[config.mk]
export PLATFORM = sky130hd
export DESIGN_NAME = pong_btn_ctrl_flat
export DESIGN_NICKNAME = d
export VERILOG_FILES = /design/src/rtl/pong_btn_if.sv /design/src/rtl/pong_btn_ctrl.sv /design/src/flat_wrapper.sv
export SDC_FILE = /design/constraint.sdc
export NUM_CORES = 1
export LEC_CHECK = 0
export CELL_PAD_IN_SITES_DETAIL_PLACEMENT = 1
export CELL_PAD_IN_SITES_GLOBAL_PLACEMENT = 2
export CORE_ASPECT_RATIO = 2
export CORE_MARGIN = 2
export CORE_UTILIZATION = 39
export CTS_CLUSTER_SIZE = 20
export DETAILED_ROUTE_END_ITERATION = 8
export PLACE_DENSITY_LB_ADDON = 0.05
export RECOVER_POWER = 50
export SYNTH_ARGS = -nofsm -noshare
export SYNTH_HDL_FRONTEND = slang
export SYNTH_SLANG_ARGS = --single-unit
export TNS_END_PERCENT = 10
[constraint.sdc]
create_clock -name clk -period 2.8 [get_ports clk]
set_input_delay 0.42 -clock clk [delete_from_list [all_inputs] [get_ports clk]]
set_output_delay 0.42 -clock clk [all_outputs]
set_load 0.05 [all_outputs]
[src/rtl/pong_btn_if.sv]
// pong_btn_if: groups the raw button levels and the conditioned command
// outputs of pong_btn_ctrl.
//   btn_*       raw asynchronous push-button levels (active-high)
//   mv_*        single-cycle paddle step pulses
//   start_pulse single-cycle pulse on an accepted start press
//   btn_lvl     debounced levels {start, dn_b, up_b, dn_a, up_a}
// master: the side that owns the buttons and consumes the pulses.
// slave : the conditioner itself.
interface pong_btn_if;
    logic       btn_up_a;
    logic       btn_dn_a;
    logic       btn_up_b;
    logic       btn_dn_b;
    logic       btn_start;
    logic       mv_up_a;
    logic       mv_dn_a;
    logic       mv_up_b;
    logic       mv_dn_b;
    logic       start_pulse;
    logic [4:0] btn_lvl;

    modport master (
        output btn_up_a, btn_dn_a, btn_up_b, btn_dn_b, btn_start,
        input  mv_up_a, mv_dn_a, mv_up_b, mv_dn_b, start_pulse, btn_lvl
    );

    modport slave (
        input  btn_up_a, btn_dn_a, btn_up_b, btn_dn_b, btn_start,
        output mv_up_a, mv_dn_a, mv_up_b, mv_dn_b, start_pulse, btn_lvl
    );
endinterface

[src/rtl/pong_btn_ctrl.sv]
// pong_btn_ctrl: button conditioner in front of the pong game FSM.
// Each of the five raw buttons is synchronised (2 flops) and debounced
// (needs DEBOUNCE_CYC consecutive differing samples to flip). The debounced
// levels are registered onto btn_lvl, and that registered vector drives:
//   - one IDLE/UP/DN FSM per paddle, producing a step pulse on entry and
//     then one every REPEAT_CYC cycles while the direction is held alone;
//   - a rising-edge detector for start (one pulse per press).
// Ports:
//   clk  system clock
//   rst  synchronous active-high reset, clears all state and outputs
//   bus  pong_btn_if.slave (raw buttons in, pulses and btn_lvl out)
// Raw rise sampled at edge 0 -> btn_lvl at edge 6 -> first pulse at edge 7
// (for DEBOUNCE_CYC = 4).
module pong_btn_ctrl #(
    parameter int DEBOUNCE_CYC = 250000,
    parameter int REPEAT_CYC   = 200000
) (
    input  logic       clk,
    input  logic       rst,
    pong_btn_if.slave  bus
);
    localparam int NBTN = 5;
    localparam int NPAD = 2;
    localparam int DW   = $clog2(DEBOUNCE_CYC);
    localparam int RW   = $clog2(REPEAT_CYC);
    localparam logic [DW-1:0] DB_LAST  = DW'(DEBOUNCE_CYC - 1);
    localparam logic [RW-1:0] REP_LAST = RW'(REPEAT_CYC - 1);

    typedef enum logic [1:0] {IDLE, UP, DN} pad_state_e;

    // bit order everywhere: {start, dn_b, up_b, dn_a, up_a}
    logic [NBTN-1:0]          raw;
    logic [NBTN-1:0]          sync1_q, sync2_q;
    logic [NBTN-1:0]          stable_q, stable_d;
    logic [NBTN-1:0][DW-1:0]  db_cnt_q, db_cnt_d;
    logic [NBTN-1:0]          lvl_q;
    logic                     start_prev_q;
    logic                     start_q, start_d;
    logic [NPAD-1:0]          mv_up_q, mv_up_d;
    logic [NPAD-1:0]          mv_dn_q, mv_dn_d;

    assign raw = {bus.btn_start, bus.btn_dn_b, bus.btn_up_b, bus.btn_dn_a, bus.btn_up_a};

    // Debounce: count consecutive cycles where sync disagrees with stable;
    // the edge on which the count already sits at DB_LAST commits the flip.
    always_comb begin
        stable_d = stable_q;
        db_cnt_d = db_cnt_q;
        for (int i = 0; i < NBTN; i++) begin
            if (sync2_q[i] == stable_q[i]) begin
                db_cnt_d[i] = '0;
            end else if (db_cnt_q[i] == DB_LAST) begin
                stable_d[i] = sync2_q[i];
                db_cnt_d[i] = '0;
            end else begin
                db_cnt_d[i] = db_cnt_q[i] + 1'b1;
            end
        end
    end

    // Paddle FSMs work off the registered debounced levels.
    for (genvar p = 0; p < NPAD; p++) begin : g_pad
        pad_state_e    state_q, state_d;
        logic [RW-1:0] rep_q, rep_d;
        logic          up_lvl, dn_lvl;
        logic          up_step, dn_step;

        assign up_lvl = lvl_q[2*p];
        assign dn_lvl = lvl_q[2*p+1];

        always_comb begin
            state_d = state_q;
            rep_d   = rep_q;
            up_step = 1'b0;
            dn_step = 1'b0;
            case (state_q)
                IDLE: begin
                    // both or neither held: stay put
                    if (up_lvl && !dn_lvl) begin
                        state_d = UP;
                        up_step = 1'b1;
                        rep_d   = '0;
                    end else if (dn_lvl && !up_lvl) begin
                        state_d = DN;
                        dn_step = 1'b1;
                        rep_d   = '0;
                    end
                end
                UP: begin
                    if (up_lvl && !dn_lvl) begin
                        if (rep_q == REP_LAST) begin
                            up_step = 1'b1;
                            rep_d   = '0;
                        end else begin
                            rep_d = rep_q + 1'b1;
                        end
                    end else begin
                        // drop out silently; IDLE re-decides next cycle
                        state_d = IDLE;
                        rep_d   = '0;
                    end
                end
                DN: begin
                    if (dn_lvl && !up_lvl) begin
                        if (rep_q == REP_LAST) begin
                            dn_step = 1'b1;
                            rep_d   = '0;
                        end else begin
                            rep_d = rep_q + 1'b1;
                        end
                    end else begin
                        state_d = IDLE;
                        rep_d   = '0;
                    end
                end
                default: begin
                    state_d = IDLE;
                    rep_d   = '0;
                end
            endcase
        end

        always_ff @(posedge clk) begin
            if (rst) begin
                state_q <= IDLE;
                rep_q   <= '0;
            end else begin
                state_q <= state_d;
                rep_q   <= rep_d;
            end
        end

        assign mv_up_d[p] = up_step;
        assign mv_dn_d[p] = dn_step;
    end

    // start: rising edge of the registered debounced level
    always_comb begin
        start_d = lvl_q[4] & ~start_prev_q;
    end

    always_ff @(posedge clk) begin
        if (rst) begin
            sync1_q      <= '0;
            sync2_q      <= '0;
            stable_q     <= '0;
            db_cnt_q     <= '0;
            lvl_q        <= '0;
            start_prev_q <= 1'b0;
            start_q      <= 1'b0;
            mv_up_q      <= '0;
            mv_dn_q      <= '0;
        end else begin
            sync1_q      <= raw;
            sync2_q      <= sync1_q;
            stable_q     <= stable_d;
            db_cnt_q     <= db_cnt_d;
            lvl_q        <= stable_q;
            start_prev_q <= lvl_q[4];
            start_q      <= start_d;
            mv_up_q      <= mv_up_d;
            mv_dn_q      <= mv_dn_d;
        end
    end

    assign bus.mv_up_a     = mv_up_q[0];
    assign bus.mv_dn_a     = mv_dn_q[0];
    assign bus.mv_up_b     = mv_up_q[1];
    assign bus.mv_dn_b     = mv_dn_q[1];
    assign bus.start_pulse = start_q;
    assign bus.btn_lvl     = lvl_q;
endmodule

[src/flat_wrapper.sv]
// flat-port wrapper written by rule: the top's interface ports become plain ports
module pong_btn_ctrl_flat 
#(
    parameter int DEBOUNCE_CYC = 250000,
    parameter int REPEAT_CYC   = 200000
)
  (clk, rst, bus_btn_up_a, bus_btn_dn_a, bus_btn_up_b, bus_btn_dn_b, bus_btn_start, bus_mv_up_a, bus_mv_dn_a, bus_mv_up_b, bus_mv_dn_b, bus_start_pulse, bus_btn_lvl);
  pong_btn_if bus_i ();
  input  logic clk;
  input  logic rst;
  input wire logic [$bits(bus_i.btn_up_a)-1:0] bus_btn_up_a;
  input wire logic [$bits(bus_i.btn_dn_a)-1:0] bus_btn_dn_a;
  input wire logic [$bits(bus_i.btn_up_b)-1:0] bus_btn_up_b;
  input wire logic [$bits(bus_i.btn_dn_b)-1:0] bus_btn_dn_b;
  input wire logic [$bits(bus_i.btn_start)-1:0] bus_btn_start;
  output wire logic [$bits(bus_i.mv_up_a)-1:0] bus_mv_up_a;
  output wire logic [$bits(bus_i.mv_dn_a)-1:0] bus_mv_dn_a;
  output wire logic [$bits(bus_i.mv_up_b)-1:0] bus_mv_up_b;
  output wire logic [$bits(bus_i.mv_dn_b)-1:0] bus_mv_dn_b;
  output wire logic [$bits(bus_i.start_pulse)-1:0] bus_start_pulse;
  output wire logic [$bits(bus_i.btn_lvl)-1:0] bus_btn_lvl;
  assign bus_i.btn_up_a = bus_btn_up_a;
  assign bus_i.btn_dn_a = bus_btn_dn_a;
  assign bus_i.btn_up_b = bus_btn_up_b;
  assign bus_i.btn_dn_b = bus_btn_dn_b;
  assign bus_i.btn_start = bus_btn_start;
  assign bus_mv_up_a = bus_i.mv_up_a;
  assign bus_mv_dn_a = bus_i.mv_dn_a;
  assign bus_mv_up_b = bus_i.mv_up_b;
  assign bus_mv_dn_b = bus_i.mv_dn_b;
  assign bus_start_pulse = bus_i.start_pulse;
  assign bus_btn_lvl = bus_i.btn_lvl;
  pong_btn_ctrl #(.DEBOUNCE_CYC(DEBOUNCE_CYC), .REPEAT_CYC(REPEAT_CYC)) u_core (.clk(clk), .rst(rst), .bus(bus_i));
endmodule
==> metrics.cfg <==
[run_status]
status = completed

[routing]
drt-wirelength-per-cell_microns = 15.6
vias = 5374
dr_wl_met2_mm = 9.19
dr.pass1.iters = 4
met3_length_microns = 287
antenna_left = 0
drt-initial-drc-count = 116
wl_met1_mm = 6.05
avgViaCountPerCell = 5.29
highest_layer = met4
routed_wl_mm = 15.8
drc_errors = 0

[timing]
fin_worst_skew_ns = 0.00884
slew_headroom = 0.329
period_share = 0.861
min_period_ns = 2.41
fin_setup_tns_ns = 0
rsz0062_at_grt = no
fmax_ghz = 0.415
fin_ws_ns = 0.389
setup_viol = 0
slew_viol_final = 0
tightest_slew_ns = 1.01
final_hold_viol_count = 0

[yosys]
synth_fp_nets = 795
synth_edf_count = 0
synth_area_sq_um = 6800
synth-seq-area-share = 0.459
yosys_most_used_dff = dfxtp_1
async_flop_share = 0
yosysWarnings = 0
synth_cell_types = 48
synthCells = 775
synth_seq_cells = 156
postSynthAreaPerCell_sq_um = 8.78

[clock_tree]
htree_levels = 4
cts_resized = 0
clock_latency_ns = 0.42
clockRootBuffer = clkbuf_16
cts_buffer_depth = 2
cts_tree = built
cts_setup_buffers = 0
ctsHoldBuffers = 0
cts_num_sinks = 156
cts_buffers = 17
clk_pin_slew_ns = 0.07

[grt]
grt_pass1_wl_mm = 27.1
grt_max_degree = 47
gr-usage-all-layers = 0.178
antenna_found_initial = 0
grt_pass1_vias = 5851
grt_overflow = 0

[floorplan]
chipWidth_microns = 97.4
die_area_sq_um = 18600
start_util = 0.396
std_cell_rows = 68
io_pins = 17
die_y_microns = 191
design.core.area_sq_um = 17200

[power_and_ir_drop]
cellPowerDensity_nw_per_um2 = 607
irDropWorstVdd_mv = 0.363
power.leakage_nw = 2.69

[job]
cap_violations = 0

[placed_design]
gp_congestion = 0.757
portBuffers = 16
dpl_cell_area_sq_um = 7160
dpl_worst_slack_ns = 0.419
dp_hpwl_mm = 11.6

[worst_setup_path]
critical_path_class = reg -> reg
crit_arrival_ns = 2.73
cpMaxStageDelayCell = o41a_1
crit_chain = ha_1 -> nand3_2 -> or3_4 -> o41a_1 -> buf_4 -> a21o_1 -> a22o_1
crit_required_ns = 3.12
slowest_delay_ns = 0.56
path_buf_inv = 1
endpoint_kind = flop
crit_family = compound AO/OA/AOI/OAI gates
crit_path_max_fanout = 11
startpoint_type = flop

[hold_path]
hold_class = reg -> reg

[final_layout]
mostFrequentLayoutCells = dfxtp_1 (156), nor2_1 (146), xor2_1 (62), nand3_1 (53), nand2_1 (48)
multiInputGateArea_sq_um = 3490
final_common_cell = dfxtp_1
ff_latch_area_sq_um = 3120
num_antenna_cells = 0
fin_area_sq_um = 7780
syn_to_final_growth_pct = 14.3
fill_cells = 2008
nets = 813
drive_above_1_share = 0.0546

-- where the power goes --
group	internal, mW	switching, mW
combinational	0.0190	0.0339
sequential	2.23	0.00516
clock	1.48	0.950
-- kinds of logic (layout without fill, tap and decap cells) --
| group | count (synthesis) | in the layout | synth area share |
|---|---|---|---|
| compound gates | 59 | 59 | 0.0572 |
| xor+xnor | 100 | 100 | 0.129 |
| fa+ha+maj | 13 | 13 | 0.0239 |
| buf+inv | 42 | 73 | 0.0274 |
| flops | 156 | 156 | 0.459 |
| mux | 7 | 7 | 0.0103 |
| simple gates | 398 | 398 | 0.293 |
-- flip-flops by register name, summed over array words and instances, names as in the netlist --
name / flops
u_core.sync1_q: 5
u_core.bus.btn_lvl: 5
u_core.sync2_q: 5
u_core.start_prev_q: 1
u_core.bus.start_pulse: 1
u_core.g_pad.rep_q: 36
u_core.mv_dn_q: 2
u_core.stable_q: 5
u_core.g_pad.state_q: 4
u_core.db_cnt_q: 90
u_core.mv_up_q: 2
-- path summary, 6_finish.rpt --
kind / from / endpoint / slack, ns / depth (start not counted)
hold reg to reg: u_core.start_prev_q / u_core.bus.start_pulse / 0.38 / 1
setup reg to reg: u_core.g_pad[0].rep_q[0] / u_core.g_pad[0].rep_q[5] / 0.39 / 7
setup / recovery: u_core.g_pad[0].rep_q[0] / u_core.g_pad[0].rep_q[5] / 0.39 / 7
hold / removal: u_core.start_prev_q / u_core.bus.start_pulse / 0.38 / 1
-- metrics by stage --
stage	cells	util	total power, mW	hold slack, ns
5_1_grt	1016	0.453	4.88	0.424
6_report	1016	0.453	4.72	0.377
3_3_place_gp	984	0.416	2.34	0.377
4_1_cts	1016	0.453	4.80	0.380
3_5_place_dp	984	0.416	2.34	0.374
2_1_floorplan	775	-	2.32	0.367
-- cell type report --
type / instances / area share
sequential: 156 / 0.402
timing repair buffer: 23 / 0.0261
clock inverter: 12 / 0.0206
multi-input combinational: 577 / 0.449
inverter: 18 / 0.00869
clock buffer: 20 / 0.0600
tap: 210 / 0.0338
-- metal layers --
layer	global-route usage	vias to the layer above
li1	-	2676
met1	0.174	2635
met2	0.360	45
met3	0.0330	18
met4	0.0705	0
met5	0	-
-- cells in the mapped netlist (7+ instances only) --
| cell type | count | area [sq um] |
|---|---|---|
| dfxtp_1 | 156 | 3120 |
| nor2_1 | 146 | 548 |
| xor2_1 | 62 | 543 |
| nand3_1 | 53 | 265 |
| nand2_1 | 48 | 180 |
| xnor2_1 | 38 | 333 |
| nand4_1 | 28 | 175 |
| and3_1 | 20 | 125 |
| nor2b_1 | 20 | 125 |
| a21oi_1 | 18 | 90.1 |
| inv_1 | 18 | 67.6 |
| nor3_1 | 15 | 75.1 |
| ha_1 | 13 | 163 |
| clkbuf_1 | 12 | 45.0 |
| a31oi_1 | 11 | 68.8 |
| nand2b_1 | 10 | 62.6 |
| nor4_1 | 10 | 62.6 |
| buf_2 | 8 | 40.0 |
| o21ai_0 | 8 | 40.0 |
| and4_1 | 7 | 61.3 |
| mux2i_1 | 7 | 70.1 |
| nor4b_1 | 7 | 61.3 |
Note: power is estimated with default switching activity, not from simulation.
